File: src/rtl/conv_pkg.sv
// Shared definitions for the 2D-convolution datapath: default widths,
// the write-stage FSM encoding and the signed saturation limits.
package conv_pkg;

    localparam int ACC_WIDTH_DEF  = 20;
    localparam int DATA_WIDTH_DEF = 8;
    localparam int ADDR_WIDTH_DEF = 6;
    localparam int OFMD_SIZE_DEF  = 16;

    typedef enum logic [1:0] {
        ST_IDLE  = 2'd0,
        ST_RUN   = 2'd1,
        ST_DRAIN = 2'd2,
        ST_DONE  = 2'd3
    } wrq_state_t;

    function automatic int sat_max(input int dw);
        return (1 << (dw - 1)) - 1;
    endfunction

    function automatic int sat_min(input int dw);
        return -(1 << (dw - 1));
    endfunction

    localparam int SAT_MAX = sat_max(DATA_WIDTH_DEF);
    localparam int SAT_MIN = sat_min(DATA_WIDTH_DEF);

endpackage

File: src/rtl/ofmd_wr_quant_round_sat.sv
// Combinational requantiser: round-half-up arithmetic right shift,
// optional ReLU, then clamp to the signed output word range.
module round_sat
    import conv_pkg::*;
#(
    parameter int ACC_WIDTH  = ACC_WIDTH_DEF,
    parameter int DATA_WIDTH = DATA_WIDTH_DEF
) (
    input  logic [ACC_WIDTH-1:0]  acc,
    input  logic [4:0]            shift,
    input  logic                  relu,
    output logic [DATA_WIDTH-1:0] data,
    output logic                  sat
);

    // One extra bit so the rounding bias can never overflow the sum.
    localparam int EW = ACC_WIDTH + 1;
    localparam logic signed [EW-1:0] MAX_V = EW'(sat_max(DATA_WIDTH));
    localparam logic signed [EW-1:0] MIN_V = EW'(sat_min(DATA_WIDTH));

    logic signed [EW-1:0] ext;
    logic signed [EW-1:0] bias;
    logic signed [EW-1:0] sum;
    logic signed [EW-1:0] shr;

    // Round, shift, then ReLU has priority over clamping (a zeroed value is not a saturation).
    always_comb begin
        ext  = $signed({acc[ACC_WIDTH-1], acc});
        bias = '0;
        if (shift != 5'd0) begin
            bias = EW'(1) << (shift - 5'd1);
        end
        sum  = ext + bias;
        shr  = sum >>> shift;
        data = shr[DATA_WIDTH-1:0];
        sat  = 1'b0;
        if (relu && shr[EW-1]) begin
            data = '0;
        end else if (shr > MAX_V) begin
            data = MAX_V[DATA_WIDTH-1:0];
            sat  = 1'b1;
        end else if (shr < MIN_V) begin
            data = MIN_V[DATA_WIDTH-1:0];
            sat  = 1'b1;
        end
    end

endmodule

File: src/rtl/ofmd_wr_quant.sv
// OFMD write stage: two-stage requantise pipeline feeding the SRAM write
// port, with per-tile write and saturation counters and a completion pulse.
//
// state | meaning
// IDLE  | waiting for start; stray acc_valid dropped
// RUN   | accepting accumulator results until OFMD_SIZE taken
// DRAIN | tile fully accepted, pipeline emptying
// DONE  | one-cycle completion pulse
module ofmd_wr_quant
    import conv_pkg::*;
#(
    parameter int ACC_WIDTH  = ACC_WIDTH_DEF,
    parameter int DATA_WIDTH = DATA_WIDTH_DEF,
    parameter int ADDR_WIDTH = ADDR_WIDTH_DEF,
    parameter int OFMD_SIZE  = OFMD_SIZE_DEF
) (
    input  logic                  clk,
    input  logic                  rst,
    input  logic                  start,
    input  logic [4:0]            cfg_shift,
    input  logic                  cfg_relu,
    input  logic                  acc_valid,
    input  logic [ACC_WIDTH-1:0]  acc_data,
    input  logic [ADDR_WIDTH-1:0] wr_addr_in,
    output logic                  ofmd_we,
    output logic [ADDR_WIDTH-1:0] ofmd_addr,
    output logic [DATA_WIDTH-1:0] ofmd_wdata,
    output logic [ADDR_WIDTH:0]   wr_cnt,
    output logic [7:0]            sat_cnt,
    output logic                  busy,
    output logic                  done
);

    localparam logic [ADDR_WIDTH:0] LAST_CNT = (ADDR_WIDTH+1)'(OFMD_SIZE - 1);

    wrq_state_t state_q, state_d;

    logic                  tile_start;
    logic                  accept;
    logic [ADDR_WIDTH:0]   acc_cnt;
    logic [4:0]            shift_q;
    logic                  relu_q;

    logic                  s1_valid;
    logic [ACC_WIDTH-1:0]  s1_data;
    logic [ADDR_WIDTH-1:0] s1_addr;

    logic [DATA_WIDTH-1:0] rs_data;
    logic                  rs_sat;

    // Next-state logic; results are only taken in RUN, which ends on the last one.
    always_comb begin
        state_d    = state_q;
        tile_start = 1'b0;
        accept     = 1'b0;
        case (state_q)
            ST_IDLE: begin
                if (start) begin
                    tile_start = 1'b1;
                    state_d    = ST_RUN;
                end
            end
            ST_RUN: begin
                if (acc_valid) begin
                    accept = 1'b1;
                    if (acc_cnt == LAST_CNT) begin
                        state_d = ST_DRAIN;
                    end
                end
            end
            ST_DRAIN: begin
                // Stage 1 empty means the final write is on the port this cycle.
                if (!s1_valid) begin
                    state_d = ST_DONE;
                end
            end
            ST_DONE: begin
                state_d = ST_IDLE;
            end
            default: begin
                state_d = ST_IDLE;
            end
        endcase
    end

    // State register.
    always_ff @(posedge clk) begin
        if (!rst) begin
            state_q <= ST_IDLE;
        end else begin
            state_q <= state_d;
        end
    end

    // Tile configuration and accepted-result count, captured when a tile starts.
    always_ff @(posedge clk) begin
        if (!rst) begin
            shift_q <= '0;
            relu_q  <= 1'b0;
            acc_cnt <= '0;
        end else if (tile_start) begin
            shift_q <= cfg_shift;
            relu_q  <= cfg_relu;
            acc_cnt <= '0;
        end else if (accept) begin
            acc_cnt <= acc_cnt + 1'b1;
        end
    end

    // Stage 1: register accepted result with its address.
    always_ff @(posedge clk) begin
        if (!rst) begin
            s1_valid <= 1'b0;
            s1_data  <= '0;
            s1_addr  <= '0;
        end else begin
            s1_valid <= accept;
            if (accept) begin
                s1_data <= acc_data;
                s1_addr <= wr_addr_in;
            end
        end
    end

    round_sat #(
        .ACC_WIDTH  (ACC_WIDTH),
        .DATA_WIDTH (DATA_WIDTH)
    ) u_round_sat (
        .acc   (s1_data),
        .shift (shift_q),
        .relu  (relu_q),
        .data  (rs_data),
        .sat   (rs_sat)
    );

    // Stage 2: drive the SRAM write port; saturations are counted as they are written.
    always_ff @(posedge clk) begin
        if (!rst) begin
            ofmd_we    <= 1'b0;
            ofmd_addr  <= '0;
            ofmd_wdata <= '0;
            sat_cnt    <= '0;
        end else begin
            ofmd_we <= s1_valid;
            if (s1_valid) begin
                ofmd_addr  <= s1_addr;
                ofmd_wdata <= rs_data;
            end
            if (tile_start) begin
                sat_cnt <= '0;
            end else if (s1_valid && rs_sat && (sat_cnt != 8'hFF)) begin
                sat_cnt <= sat_cnt + 8'd1;
            end
        end
    end

    // Write counter follows the write enable, so it lands on OFMD_SIZE with done.
    always_ff @(posedge clk) begin
        if (!rst) begin
            wr_cnt <= '0;
        end else if (tile_start) begin
            wr_cnt <= '0;
        end else if (ofmd_we) begin
            wr_cnt <= wr_cnt + 1'b1;
        end
    end

    assign busy = (state_q == ST_RUN) || (state_q == ST_DRAIN);
    assign done = (state_q == ST_DONE);

endmodule
File: config.mk
export PLATFORM = sky130hd
export DESIGN_NAME = ofmd_wr_quant
export DESIGN_NICKNAME = d
export VERILOG_FILES = /design/src/rtl/conv_pkg.sv /design/src/rtl/ofmd_wr_quant_round_sat.sv /design/src/rtl/ofmd_wr_quant.sv
export SDC_FILE = /design/constraint.sdc
export NUM_CORES = 1
export LEC_CHECK = 0
export ABC_CLOCK_PERIOD_IN_PS = 5200
export CELL_PAD_IN_SITES_DETAIL_PLACEMENT = 0
export CELL_PAD_IN_SITES_GLOBAL_PLACEMENT = 1
export CORE_AREA = 2 2 100 150
export DETAILED_ROUTE_END_ITERATION = 7
export DIE_AREA = 0 0 102 152
export PLACE_DENSITY_LB_ADDON = 0.1
export SLEW_MARGIN = 0
export SYNTH_ARGS = -nofsm -noshare
export SYNTH_HDL_FRONTEND = slang
export SYNTH_SLANG_ARGS = --single-unit
File: constraint.sdc
create_clock -name clk -period 5.2 [get_ports clk]
set_input_delay 0.52 -clock clk [delete_from_list [all_inputs] [get_ports clk]]
set_output_delay 0.52 -clock clk [all_outputs]
set_load 0.01 [all_outputs]
# After elaboration in Yosys (flattened, before gate mapping)
# Index checks and enable logic that the tools add are counted.
# classes
order_cmp	2
reduce_logical	8
n_addsub	5
n_shift	2
n_bitwise	1
eq_ne	9
n_mux	16
# ops
op	n
$mux W8	3
$add A20 B21 Y21	1
$gt A21 B8 Y1 const B	1
$lt A21 B8 Y1 const B	1
$mux W21	1
$shl A1 B5 Y21 const A	1
$sshr A21 B5 Y21	1
$add A7 B1 Y7 const B	2
$add A8 B1 Y8 const B	1
$mux W2	4
$ne A2 B2 Y1 const B	4
$ne A8 B8 Y1 const B	1
$pmux W2 S4	1
$eq A7 B4 Y1 const B	1
$mux W1	7
$reduce_bool A5 Y1	1
$sub A5 B1 Y5 const B	1
$eq A2 B2 Y1 const B	2
$reduce_and A4 Y1	1
$logic_and A1 B1 Y1	3
$eq A2 B1 Y1 const B	1
$logic_not A2 Y1	1
$reduce_or A2 Y1	1
$logic_or A1 B1 Y1	1
$not A1 Y1	1
# totals
wordCells	55
ff_bits	72
inputBits	36

# Longest topological paths before layout
# Gate-level depths: netlist of the first run.
# logic_depth
ltp_word	11
depth_mapped	22

# Modules after synthesis
# Synthesis of the first run repeated with hierarchy kept, for this count alone.
# unflattened
cells_unflattened	768
area_unflattened_um2	5894.4
# modules_own_cells
module	area_per_inst_um2	instances	cells_each	seq_area_each_um2
round_sat	3094.2	1	451	0.0
ofmd_wr_quant	2800.2	1	317	1441.4

# Worst setup path after synthesis of the first run
# Ideal clock, no wire load.
# synth_path
path_kind	register to register
startpoint	register shift_q[2]
endpoint	register sat_cnt[6]
n_path_buf	6
setup_slack_ps	581
path_stages_with_launch	23
t_arrival_ps	4548
cell_sequence	dfxtp_1 -> clkbuf_1 -> clkbuf_1 -> clkbuf_1 -> nor2_1 -> nand2_1 -> nor2_1 -> ha_1 -> buf_6 -> a211oi_1 -> o221ai_1 -> or3_1 -> nor3_2 -> or3_1 -> buf_4 -> o32ai_2 -> a211oi_4 -> o21ai_1 -> a311o_1 -> a41o_1 -> buf_6 -> or4_1 -> a21oi_1
# synth_between
elab_chain_len	11
elab_cells_between_ends	14
cone_classes	2 x add/sub; 2 x order compare; 2 x shift; 4 x mux; 4 x reduce/logical
# synth_rtl
item	line_no	rtl
from (decl)	ofmd_wr_quant.sv:41	logic [4:0] shift_q;
from (signal assigned)	ofmd_wr_quant.sv:102	shift_q <= cfg_shift;
$sub A5 B1 Y5	ofmd_wr_quant_round_sat.sv:31	bias = EW'(1) << (shift - 5'd1);
$shl A1 B5 Y21	ofmd_wr_quant_round_sat.sv:31	
$mux W21	ofmd_wr_quant_round_sat.sv:30	if (shift != 5'd0) begin
$add A20 B21 Y21	ofmd_wr_quant_round_sat.sv:33	sum = ext + bias;
$sshr A21 B5 Y21 (*)	ofmd_wr_quant_round_sat.sv:34	shr = sum >>> shift;
$lt A21 B8 Y1	ofmd_wr_quant_round_sat.sv:42	end else if (shr < MIN_V) begin
$mux W1	ofmd_wr_quant_round_sat.sv:42	
$mux W1	ofmd_wr_quant_round_sat.sv:39	end else if (shr > MAX_V) begin
$mux W1 (*)	ofmd_wr_quant_round_sat.sv:37	if (relu && shr[EW-1]) begin
$logic_and A1 B1 Y1 (*) (2 in a row)	ofmd_wr_quant.sv:151	end else if (s1_valid && rs_sat && (sat_cnt != 8'hFF)) begin
to (signal assigned)	ofmd_wr_quant.sv:152	sat_cnt <= sat_cnt + 8'd1;
to (decl)	ofmd_wr_quant.sv:29	output logic [7:0] sat_cnt,
# Every way passes the cells marked *; elsewhere a longest branch is shown, timed or not.
# A chain may end at the register's enable or synchronous reset.

# Final worst setup path of the first run
# layout_path
startpoint	register shift_q[3]
endpoint	register ofmd_wdata[4]
# layout_between
elab_chain_len	9
elab_cells_between_ends	12
cone_classes	2 x add/sub; 2 x order compare; 2 x shift; 4 x mux; 2 x reduce/logical
# layout_rtl
item	line_no	rtl
$sub A5 B1 Y5	ofmd_wr_quant_round_sat.sv:31	
$shl A1 B5 Y21	ofmd_wr_quant_round_sat.sv:31	
$mux W21	ofmd_wr_quant_round_sat.sv:30	
$add A20 B21 Y21	ofmd_wr_quant_round_sat.sv:33	
$sshr A21 B5 Y21 (*)	ofmd_wr_quant_round_sat.sv:34	
$lt A21 B8 Y1	ofmd_wr_quant_round_sat.sv:42	
$mux W8	ofmd_wr_quant_round_sat.sv:42	
$mux W8	ofmd_wr_quant_round_sat.sv:39	
$mux W8 (*)	ofmd_wr_quant_round_sat.sv:37	
to (signal assigned)	ofmd_wr_quant.sv:147	ofmd_wdata <= rs_data;
to (decl)	ofmd_wr_quant.sv:27	output logic [DATA_WIDTH-1:0] ofmd_wdata,
# Marked as above.

==> flow_metrics.env, run 1 <==
export IMPL_status="completed"
export IMPL_vdd_ir_drop_worst_v=0.0002652
export IMPL_synth_top_family_by_area="compound AO/OA/AOI/OAI gates"
export IMPL_grt_pass1_vias=6301
export IMPL_clockRootBuffer="clkbuf_16"
export IMPL_synth_simple_area_share_pct=26.24
export IMPL_cts_buffers=9
export IMPL_worstMarginPinSlew_ns=1.118
export IMPL_synth_avg_cell_area_um2=7.662
export IMPL_fmax_mhz=201.1
export IMPL_relSlewSlack_pct=25.43
export IMPL_holdPathStages=2
export IMPL_drt_total_wl_um=21190
export IMPL_layout_common_cells="nand2_1, nor2_1, dfxtp_1"
export IMPL_yosysSeqAreaShare_pct=23.94
export IMPL_syn_to_final_growth_pct=25.02
export IMPL_start_util_pct=42.04
export IMPL_r2r_end="ofmd_wdata[4]"
export IMPL_crit_path_frequent_cell="buf_4"
export IMPL_min_to="s1_addr[4]"
export IMPL_cts_buffer_depth=2
export IMPL_synth_seq_cells=72
export IMPL_boundaryPins=68
export IMPL_min_period_ns=4.973
export IMPL_die_w_um=102
export IMPL_globalplace_congestion=0.9803
export IMPL_cp_required_ns=5.42
export IMPL_setup_tns_final_ns=0
export IMPL_cts_max_level=3
export IMPL_die_area_um2=15500
export IMPL_drive_gt1_share_pct=14.92
export IMPL_min_path_type="flip-flop to flip-flop"
export IMPL_dr_wl_met2_um=10220
export IMPL_fp_dieH_um=152
export IMPL_grt_first_pass_wirelength_um=33400
export IMPL_finalCritPeriodShare_pct=95.63
export IMPL_mostFrequentLayoutCell="nand2_1"
export IMPL_r2r_cells=18
export IMPL_highest_layer="met4"
export IMPL_r2r_start="shift_q[3]"
export IMPL_syn_nets=851
export IMPL_antenna_found_initial=0
export IMPL_rows=54
export IMPL_clk_pin_slew_worst_paths_ns=0.06
export IMPL_startpoint_type="flip-flop"
export IMPL_path_class="flip-flop to flip-flop"
export IMPL_slew_viol_final=0
export IMPL_postCtsHoldBufs=0
export IMPL_met1Wirelength_um=8373
export IMPL_rsz0062_at_grt="no"
export IMPL_final_cells=1074
export IMPL_numPortBuffers=67
export IMPL_grt_start_max_net_pins=34
export IMPL_synth_area_mux_share_pct=6.836
export IMPL_cp_max_fo=15
export IMPL_yosys_warnings=0
export IMPL_ant_nets=0
export IMPL_finalSetupViolations=0
export IMPL_arrival_ns=5.20
export IMPL_max_cap_violations=0
export IMPL_synth_xor_area_share_pct=3.179
export IMPL_nNetsFinal=938
export IMPL_synth_flop_cell="dfxtp_1"
export IMPL_worstHoldStart="s1_addr[4]"
export IMPL_synth_edf_count=0
export IMPL_worst_skew_pair_late_latency_ns=0.33
export IMPL_dp_hpwl_um=16900
export IMPL_core_area_um2=14320
export IMPL_crit_slowest_cell="or4b_4"
export IMPL_max_stage_delay_ns=0.56
export IMPL_track_usage_pct=27.67
export IMPL_synth_area_um2=6022
export IMPL_synth_async_sr_flop_share_pct=0
export IMPL_drc_errors=0
export IMPL_vias_per_cell=5.926
export IMPL_dr_pass1_iters=5
export IMPL_drtIter0Drc=304
export IMPL_power_leakage_nw=2.847
export IMPL_worst_path_buf_inv=2
export IMPL_yosys_area_share_adder_pct=6.150
export IMPL_finClkSkew_ns=0.008209
export IMPL_regToRegSetupSlack_ns=0.23
export IMPL_syn_inst=786
export IMPL_synth_compound_area_share_pct=28.34
export IMPL_dp_cells=1056
export IMPL_cts_sinks=72
export IMPL_wire_per_inst_um=19.73
export IMPL_hold_viol_final=0
export IMPL_power_density_nw_per_um2=350.7
export IMPL_cp_cell_sequence="buf_4 -> nand2b_1 -> or2_2 -> nor2_1 -> ha_1 -> a21oi_2 -> o21ai_1 -> a211oi_1 -> a221oi_2 -> a221o_1 -> o2bb2ai_1 -> a2111oi_2 -> nand2_1 -> or4b_4 -> buf_4 -> o21ai_2 -> o21ai_0 -> a22o_1"
export IMPL_cts_tree="yes"
export IMPL_wl_met3_um=970
export IMPL_critPathTopFamily="compound AO/OA/AOI/OAI gates"
export IMPL_end_kind="flip-flop"
export IMPL_grt_overflow=0
export IMPL_vias=6365
export IMPL_synth_cell_types=92
export IMPL_antenna_cells=0
## synthesized netlist by cell type (10+ instances only)
library cell / n / area share [%]
dfxtp_1: 72 / 24
ha_1: 28 / 5.8
o211ai_1: 10 / 1.2
o21ai_0: 26 / 2.2
mux2i_1: 22 / 3.7
a211oi_1: 13 / 1.6
nand2_1: 119 / 7.4
xnor2_1: 10 / 1.5
inv_1: 18 / 1.1
nor2_1: 74 / 4.6
nor3_1: 19 / 1.6
a21oi_1: 61 / 5.1
and2_1: 13 / 1.4
a21boi_0: 17 / 2.1
nand4_1: 12 / 1.2
o21ai_1: 14 / 1.2
or3_1: 11 / 1.1
clkbuf_1: 33 / 2.1
xor2_1: 10 / 1.5
nand3_1: 24 / 2.0
## worst max-delay path by stage
stage	from	end	depth (start not counted)
6_report	shift_q[3]	ofmd_wdata[4]	18
3_3_place_gp	shift_q[2]	sat_cnt[4]	16
5_1_grt	shift_q[1]	sat_cnt[5]	18
4_1_cts	shift_q[2]	sat_cnt[3]	16
3_5_place_dp	shift_q[2]	sat_cnt[3]	16
2_1_floorplan	shift_q[2]	sat_cnt[6]	22
## metrics by stage
step,instance area (µm²),hold WS [ns],util (%),power [mW],setup slack (ns)
after global placement,7164,0.4445,50.02,1.965,0.2425
after global routing,7528,0.4760,52.56,2.794,0.008231
final,7528,0.4582,52.56,2.640,0.2275
after floorplan,6022,0.4360,-,1.492,0.5811
after detailed placement,7164,0.4530,50.02,1.965,0.1953
after CTS,7476,0.4619,52.19,2.612,0.1680
## power breakdown
| part | switching [mW] | leakage, nW | internal [mW] |
|---|---|---|---|
| clock | 0.243 | 0.150 | 0.390 |
| combinational | 0.763 | 2.11 | 0.562 |
| sequential | 0.0688 | 0.584 | 0.613 |
## metal layers
metal,global-route usage [%],vias to the layer above
met5,0,-
met4,18.98,0
met3,3.772,95
met2,45.65,232
met1,32.40,2994
li1,-,3044
## cells by family (layout without fill, tap and decap cells)
group / count (synthesis) / after routing
AOI/OAI and AO/OA: 234 / 234
xor gates and xnor gates: 21 / 21
adders and majority gates: 29 / 29
buffers and inverters: 72 / 164
DFF: 72 / 72
muxes: 31 / 31
and+or+nand+nor: 327 / 327
## area by class of cell
cell class / count / area [µm²]
clock inverter: 6 / 72.57
fill: 1426 / 6795
multi-input combinational: 642 / 4299
tap: 196 / 245.2
timing repair buffer: 129 / 1159
clock buffer: 10 / 239.0
sequential: 72 / 1443
inverter: 19 / 71.32
## state kept, by name, summed over array words and instances (netlist names)
name,flops
shift_q,5
s1_data,20
ofmd_we,1
s1_addr,6
ofmd_addr,6
wr_cnt,7
s1_valid,1
acc_cnt,7
state_q,2
relu_q,1
ofmd_wdata,8
sat_cnt,8
## tightest hold or removal path, delay by kind of cell, from the launching register on
family / cells / cell delay, ns
DFF: 1 / 0.31
and+or+nand+nor: 1 / 0.05
AOI/OAI and AO/OA: 1 / 0.05
## repair_timing
item	4_1_cts	5_1_grt
gates resized for setup	0	9
setup endpoints to repair	0	15
buffers inserted	0	2
Power figures use the tool's default switching activity.
==> run 2, diff against run 1 <==
Settings changed: CORE_AREA 2 2 100 150 to 2 2 87 173, DIE_AREA 0 0 102 152 to 0 0 89 175.
==> flow_metrics.env, run 2 (same netlist as run 1, synthesis figures left out) <==
export IMPL_fin_util_pct=52.87
export IMPL_drive_gt1_share_pct=14.71
export IMPL_worst_skew_pair_late_latency_ns=0.33
export IMPL_die_w_um=89
export IMPL_wire_per_inst_um=21.84
export IMPL_cts_max_level=3
export IMPL_p_int_mw=1.588
export IMPL_mostFrequentLayoutCell="nand2_1"
export IMPL_drtIter0Drc=359
export IMPL_power_share_switching_pct=40.31
export IMPL_critPathTopFamily="compound AO/OA/AOI/OAI gates"
export IMPL_vias_per_cell=5.992
export IMPL_globalplace_congestion=0.9969
export IMPL_placed_area_um2=7064
export IMPL_vdd_ir_drop_worst_v=0.0002996
export IMPL_dr_pass1_iters=5
export IMPL_nNetsFinal=930
export IMPL_hold_viol_final=0
export IMPL_largest_reg_flops=20
export IMPL_clk_pin_slew_worst_paths_ns=0.06
export IMPL_final_cells=1062
export IMPL_postCtsHoldBufs=0
export IMPL_boundaryPins=68
export IMPL_rows=62
export IMPL_power_leakage_nw=2.827
export IMPL_layout_common_cells="nand2_1, nor2_1, dfxtp_1"
export IMPL_hold_worst_slack_ns=0.4567
export IMPL_grt_overflow=0
export IMPL_regMostFlops="s1_data"
export IMPL_antenna_cells=0
export IMPL_cts_buffer_depth=2
export IMPL_start_util_pct=42.19
export IMPL_numPortBuffers=67
export IMPL_finalCritPeriodShare_pct=96.14
export IMPL_clockRootBuffer="clkbuf_16"
export IMPL_finClkSkew_ns=0.004962
export IMPL_p_switching_mw=1.072
export IMPL_drt_total_wl_um=23190
export IMPL_dp_hpwl_um=18140
export IMPL_grt_start_max_net_pins=34
export IMPL_max_stage_delay_ns=0.49
export IMPL_cts_tree="yes"
export IMPL_dp_cells=1041
export IMPL_clkPwrFrac_pct=24.9
export IMPL_cp_required_ns=5.44
export IMPL_vias=6364
export IMPL_relSlewSlack_pct=19.94
export IMPL_path_class="flip-flop to flip-flop"
export IMPL_grt_pass1_vias=6475
export IMPL_max_cap_violations=0
export IMPL_die_area_um2=15580
export IMPL_power_density_nw_per_um2=352.6
export IMPL_fmax_mhz=200.0
export IMPL_fill_cells=1473
export IMPL_track_usage_pct=30.21
export IMPL_status="completed"
export IMPL_slew_viol_final=0
export IMPL_min_period_ns=4.999
export IMPL_cts_sinks=72
export IMPL_cp_cell_sequence="inv_1 -> nor3_4 -> buf_4 -> nand2_1 -> inv_1 -> ha_1 -> nand2_1 -> o21a_1 -> o21ai_4 -> buf_4 -> o211ai_1 -> a21oi_1 -> and3b_1 -> a2111oi_4 -> a22oi_1 -> and4bb_1 -> a41o_2 -> or4_1 -> a21oi_1"
export IMPL_cts_buffers=9
export IMPL_finalSetupViolations=0
export IMPL_top_regs="s1_data x20, ofmd_wdata x8, sat_cnt x8"
export IMPL_pwr_share_comb_pct=49.4
export IMPL_grt_first_pass_wirelength_um=35130
export IMPL_syn_to_final_growth_pct=25.31
export IMPL_worst_path_buf_inv=4
export IMPL_antenna_found_initial=0
export IMPL_min_path_type="flip-flop to flip-flop"
export IMPL_ant_nets=0
export IMPL_fp_dieH_um=175
export IMPL_cp_max_fo=13
export IMPL_design_area_um2=7546
export IMPL_drc_errors=0
export IMPL_end_kind="flip-flop"
export IMPL_core_area_um2=14270
export IMPL_startpoint_type="flip-flop"
export IMPL_worstMarginPinSlew_ns=1.201
export IMPL_power_frac_seq_pct=25.7
export IMPL_arrival_ns=5.24
export IMPL_crit_slowest_cell="or4_1"
[run 2: final cells by class]
type	count	area, µm²	share of cell area, %
clock inverter	6	93.84	1.244
timing repair buffer	121	1101	14.59
inverter	19	71.32	0.9451
tap	192	240.2	3.184
clock buffer	10	229.0	3.034
sequential	72	1444	19.13
multi-input combinational	642	4367	57.87
[run 2: final timing paths]
kind,from,to,slack (ns),depth (start not counted)
hold / removal,s1_addr[0],s1_addr[0],0.46,2
setup / recovery,shift_q[3],sat_cnt[3],0.20,19
hold reg to reg,s1_addr[0],s1_addr[0],0.46,2
setup reg to reg,shift_q[3],sat_cnt[3],0.20,19
[run 2: what timing repair did]
action	in CTS	in global routing
gates resized for setup	2	20
buffers inserted	0	5
setup endpoints to repair	14	15
pin swaps	0	4
[run 2: power by group through the flow]
stage	clock network [mW]	logic, mW	registers [mW]
after global routing	0.687	1.42	0.692
after detailed placement	0	1.27	0.692
after floorplan	0	0.831	0.661
after CTS	0.672	1.28	0.681
after global placement	0	1.26	0.690
final	0.661	1.32	0.684
[run 2: worst reg2reg max path, delay by kind of cell (launching register included)]
kind	cells	cell delay (ns)
AOI/OAI and AO/OA	8	2.00
and+or+nand+nor	6	1.57
buffers and inverters	4	0.59
DFF	1	0.44
adders and majority gates	1	0.30
[run 2: metal layers]
layer	GRT usage (%)	vias to the layer above	part of all wire, %
li1	-	3027	-
met1	30.41	3031	34
met2	52.46	218	52
met3	5.668	88	5.0
met4	23.01	0	8.6
met5	0	-	0
[run 2: metrics by stage]
stage / setup WS [ns] / TNS [ns] / power (mW)
after floorplan: 0.5811 / 0 / 1.492
after global placement: -0.1921 / -1.089 / 1.955
after detailed placement: -0.1660 / -0.7779 / 1.965
after CTS: 0.07826 / 0 / 2.636
after global routing: -0.04646 / -0.09791 / 2.803
final: 0.2007 / 0 / 2.661
==> run 3, diff against run 2 <==
Settings changed: ABC_CLOCK_PERIOD_IN_PS 5200 to 4700, PLACE_DENSITY_LB_ADDON 0.1 to 0.12.
Clock period 5.2 ns to 4.7 ns, I/O delays scaled along.
==> flow_metrics.env, run 3 (same netlist as run 1, synthesis figures left out) <==
export IMPL_grt_overflow=0
export IMPL_max_stage_delay_ns=0.53
export IMPL_worstMarginPinSlew_ns=1.121
export IMPL_fin_util_pct=59.55
export IMPL_power_density_nw_per_um2=369.2
export IMPL_cp_required_ns=4.95
export IMPL_relSlewSlack_pct=25.27
export IMPL_placed_area_um2=7510
export IMPL_die_w_um=89
export IMPL_finClkSkew_ns=0.01183
export IMPL_nNetsFinal=1006
export IMPL_status="completed"
export IMPL_p_total_mw=3.139
export IMPL_end_kind="flip-flop"
export IMPL_drtIter0Drc=322
export IMPL_cp_max_fo=8
export IMPL_grt_first_pass_wirelength_um=35880
export IMPL_antenna_cells=0
export IMPL_track_usage_pct=31.01
export IMPL_hold_viol_final=0
export IMPL_clockRootBuffer="clkbuf_16"
export IMPL_vdd_ir_drop_worst_v=0.0002785
export IMPL_worst_skew_pair_late_latency_ns=0.33
export IMPL_die_area_um2=15580
export IMPL_slew_viol_final=0
export IMPL_postCtsHoldBufs=0
export IMPL_drt_total_wl_um=24210
export IMPL_antenna_found_initial=0
export IMPL_vias_per_cell=5.859
export IMPL_largest_reg_flops=20
export IMPL_cp_cell_sequence="buf_4 -> nor3_4 -> nand2_2 -> inv_1 -> ha_2 -> buf_4 -> nand4_1 -> buf_4 -> a211oi_4 -> buf_4 -> buf_4 -> o2111a_1 -> or4_1 -> a32oi_1 -> buf_4 -> a21oi_1 -> nor2_1 -> o21a_1 -> nor3_4 -> buf_12 -> or4_1 -> a21oi_1"
export IMPL_fmax_mhz=217.5
export IMPL_setup_tns_final_ns=0
export IMPL_boundaryPins=68
export IMPL_dp_slack_ns=-0.2961
export IMPL_cts_max_level=3
export IMPL_globalplace_congestion=0.9877
export IMPL_layout_common_cells="buf_4, nand2_1, dfxtp_1, clkdlybuf4s50_1, nor2_1"
export IMPL_max_cap_violations=0
export IMPL_startpoint_type="flip-flop"
export IMPL_arrival_ns=4.85
export IMPL_power_leakage_nw=3.214
export IMPL_fp_dieH_um=175
export IMPL_finalSetupViolations=0
export IMPL_crit_path_frequent_cell="buf_4"
export IMPL_final_cells=1138
export IMPL_drive_gt1_share_pct=28.01
export IMPL_cts_buffers=9
export IMPL_path_class="flip-flop to flip-flop"
export IMPL_crit_slowest_cell="or4_1"
export IMPL_grt_pass1_vias=6710
export IMPL_min_path_type="flip-flop to flip-flop"
export IMPL_regMostFlops="s1_data"
export IMPL_setup_slack_ns=0.1015
export IMPL_rows=62
export IMPL_ant_nets=0
export IMPL_core_area_um2=14270
export IMPL_dr_pass1_iters=6
export IMPL_mostFrequentLayoutCell="buf_4"
export IMPL_cts_sinks=72
export IMPL_numPortBuffers=67
export IMPL_dp_cells=1102
export IMPL_wire_per_inst_um=21.28
export IMPL_syn_to_final_growth_pct=41.16
export IMPL_finalCritPeriodShare_pct=97.84
export IMPL_dp_hpwl_um=18950
export IMPL_min_period_ns=4.598
export IMPL_clk_pin_slew_worst_paths_ns=0.06
export IMPL_cts_tree="yes"
export IMPL_design_area_um2=8501
export IMPL_vias=6667
export IMPL_fill_cells=1360
export IMPL_drc_errors=0
export IMPL_grt_start_max_net_pins=34
export IMPL_cts_buffer_depth=2
export IMPL_start_util_pct=42.19
export IMPL_hold_worst_slack_ns=0.4567
export IMPL_top_regs="s1_data x20, ofmd_wdata x8, sat_cnt x8"
## run 3: routing by layer
| layer | global-route usage [%] | up-vias | wire length, µm | share of wire, % |
|---|---|---|---|---|
| li1 | - | 3182 | - | - |
| met5 | 0 | - | 0 | 0 |
| met1 | 28.93 | 3190 | 8331 | 34 |
| met3 | 7.416 | 96 | 962 | 4.0 |
| met2 | 53.54 | 199 | 12710 | 53 |
| met4 | 26.93 | 0 | 2204 | 9.1 |
## run 3: timing repair
action,in CTS,in global routing
setup endpoints to repair,15,15
buffers inserted,4,16
gates resized for setup,24,94
pin swaps,7,33
cloned,0,0
## run 3: path summary, 6_finish.rpt
path	end	startpoint	cells after the start	slack, ns
min	s1_addr[2]	s1_addr[2]	2	0.46
max reg2reg	sat_cnt[3]	shift_q[2]	22	0.10
min reg2reg	s1_addr[2]	s1_addr[2]	2	0.46
max	sat_cnt[3]	shift_q[2]	22	0.10
## run 3: area by class of cell
type / instances / area [µm²] / share of cell area, %
clock buffers: 10 / 229.0 / 2.694
clock inverters: 6 / 67.56 / 0.7948
inverters: 19 / 75.07 / 0.8831
multi-input cells: 642 / 4748 / 55.86
flip-flops and latches: 72 / 1458 / 17.15
well taps: 192 / 240.2 / 2.826
repair buffers: 197 / 1683 / 19.80
## run 3: critical path, delay by kind of cell (launching register included)
kind | cells | cell delay [ns]
AOI/OAI and AO/OA | 6 | 1.04
adders and majority gates | 1 | 0.30
buffers and inverters | 8 | 1.12
DFF | 1 | 0.37
and+or+nand+nor | 7 | 1.65
## run 3: report_power, final
part | switching [mW] | internal (mW) | total [mW]
clock network | 0.261 | 0.413 | 0.675
registers | 0.0859 | 0.682 | 0.768
logic | 0.930 | 0.766 | 1.70
total | 1.28 | 1.86 | 3.14
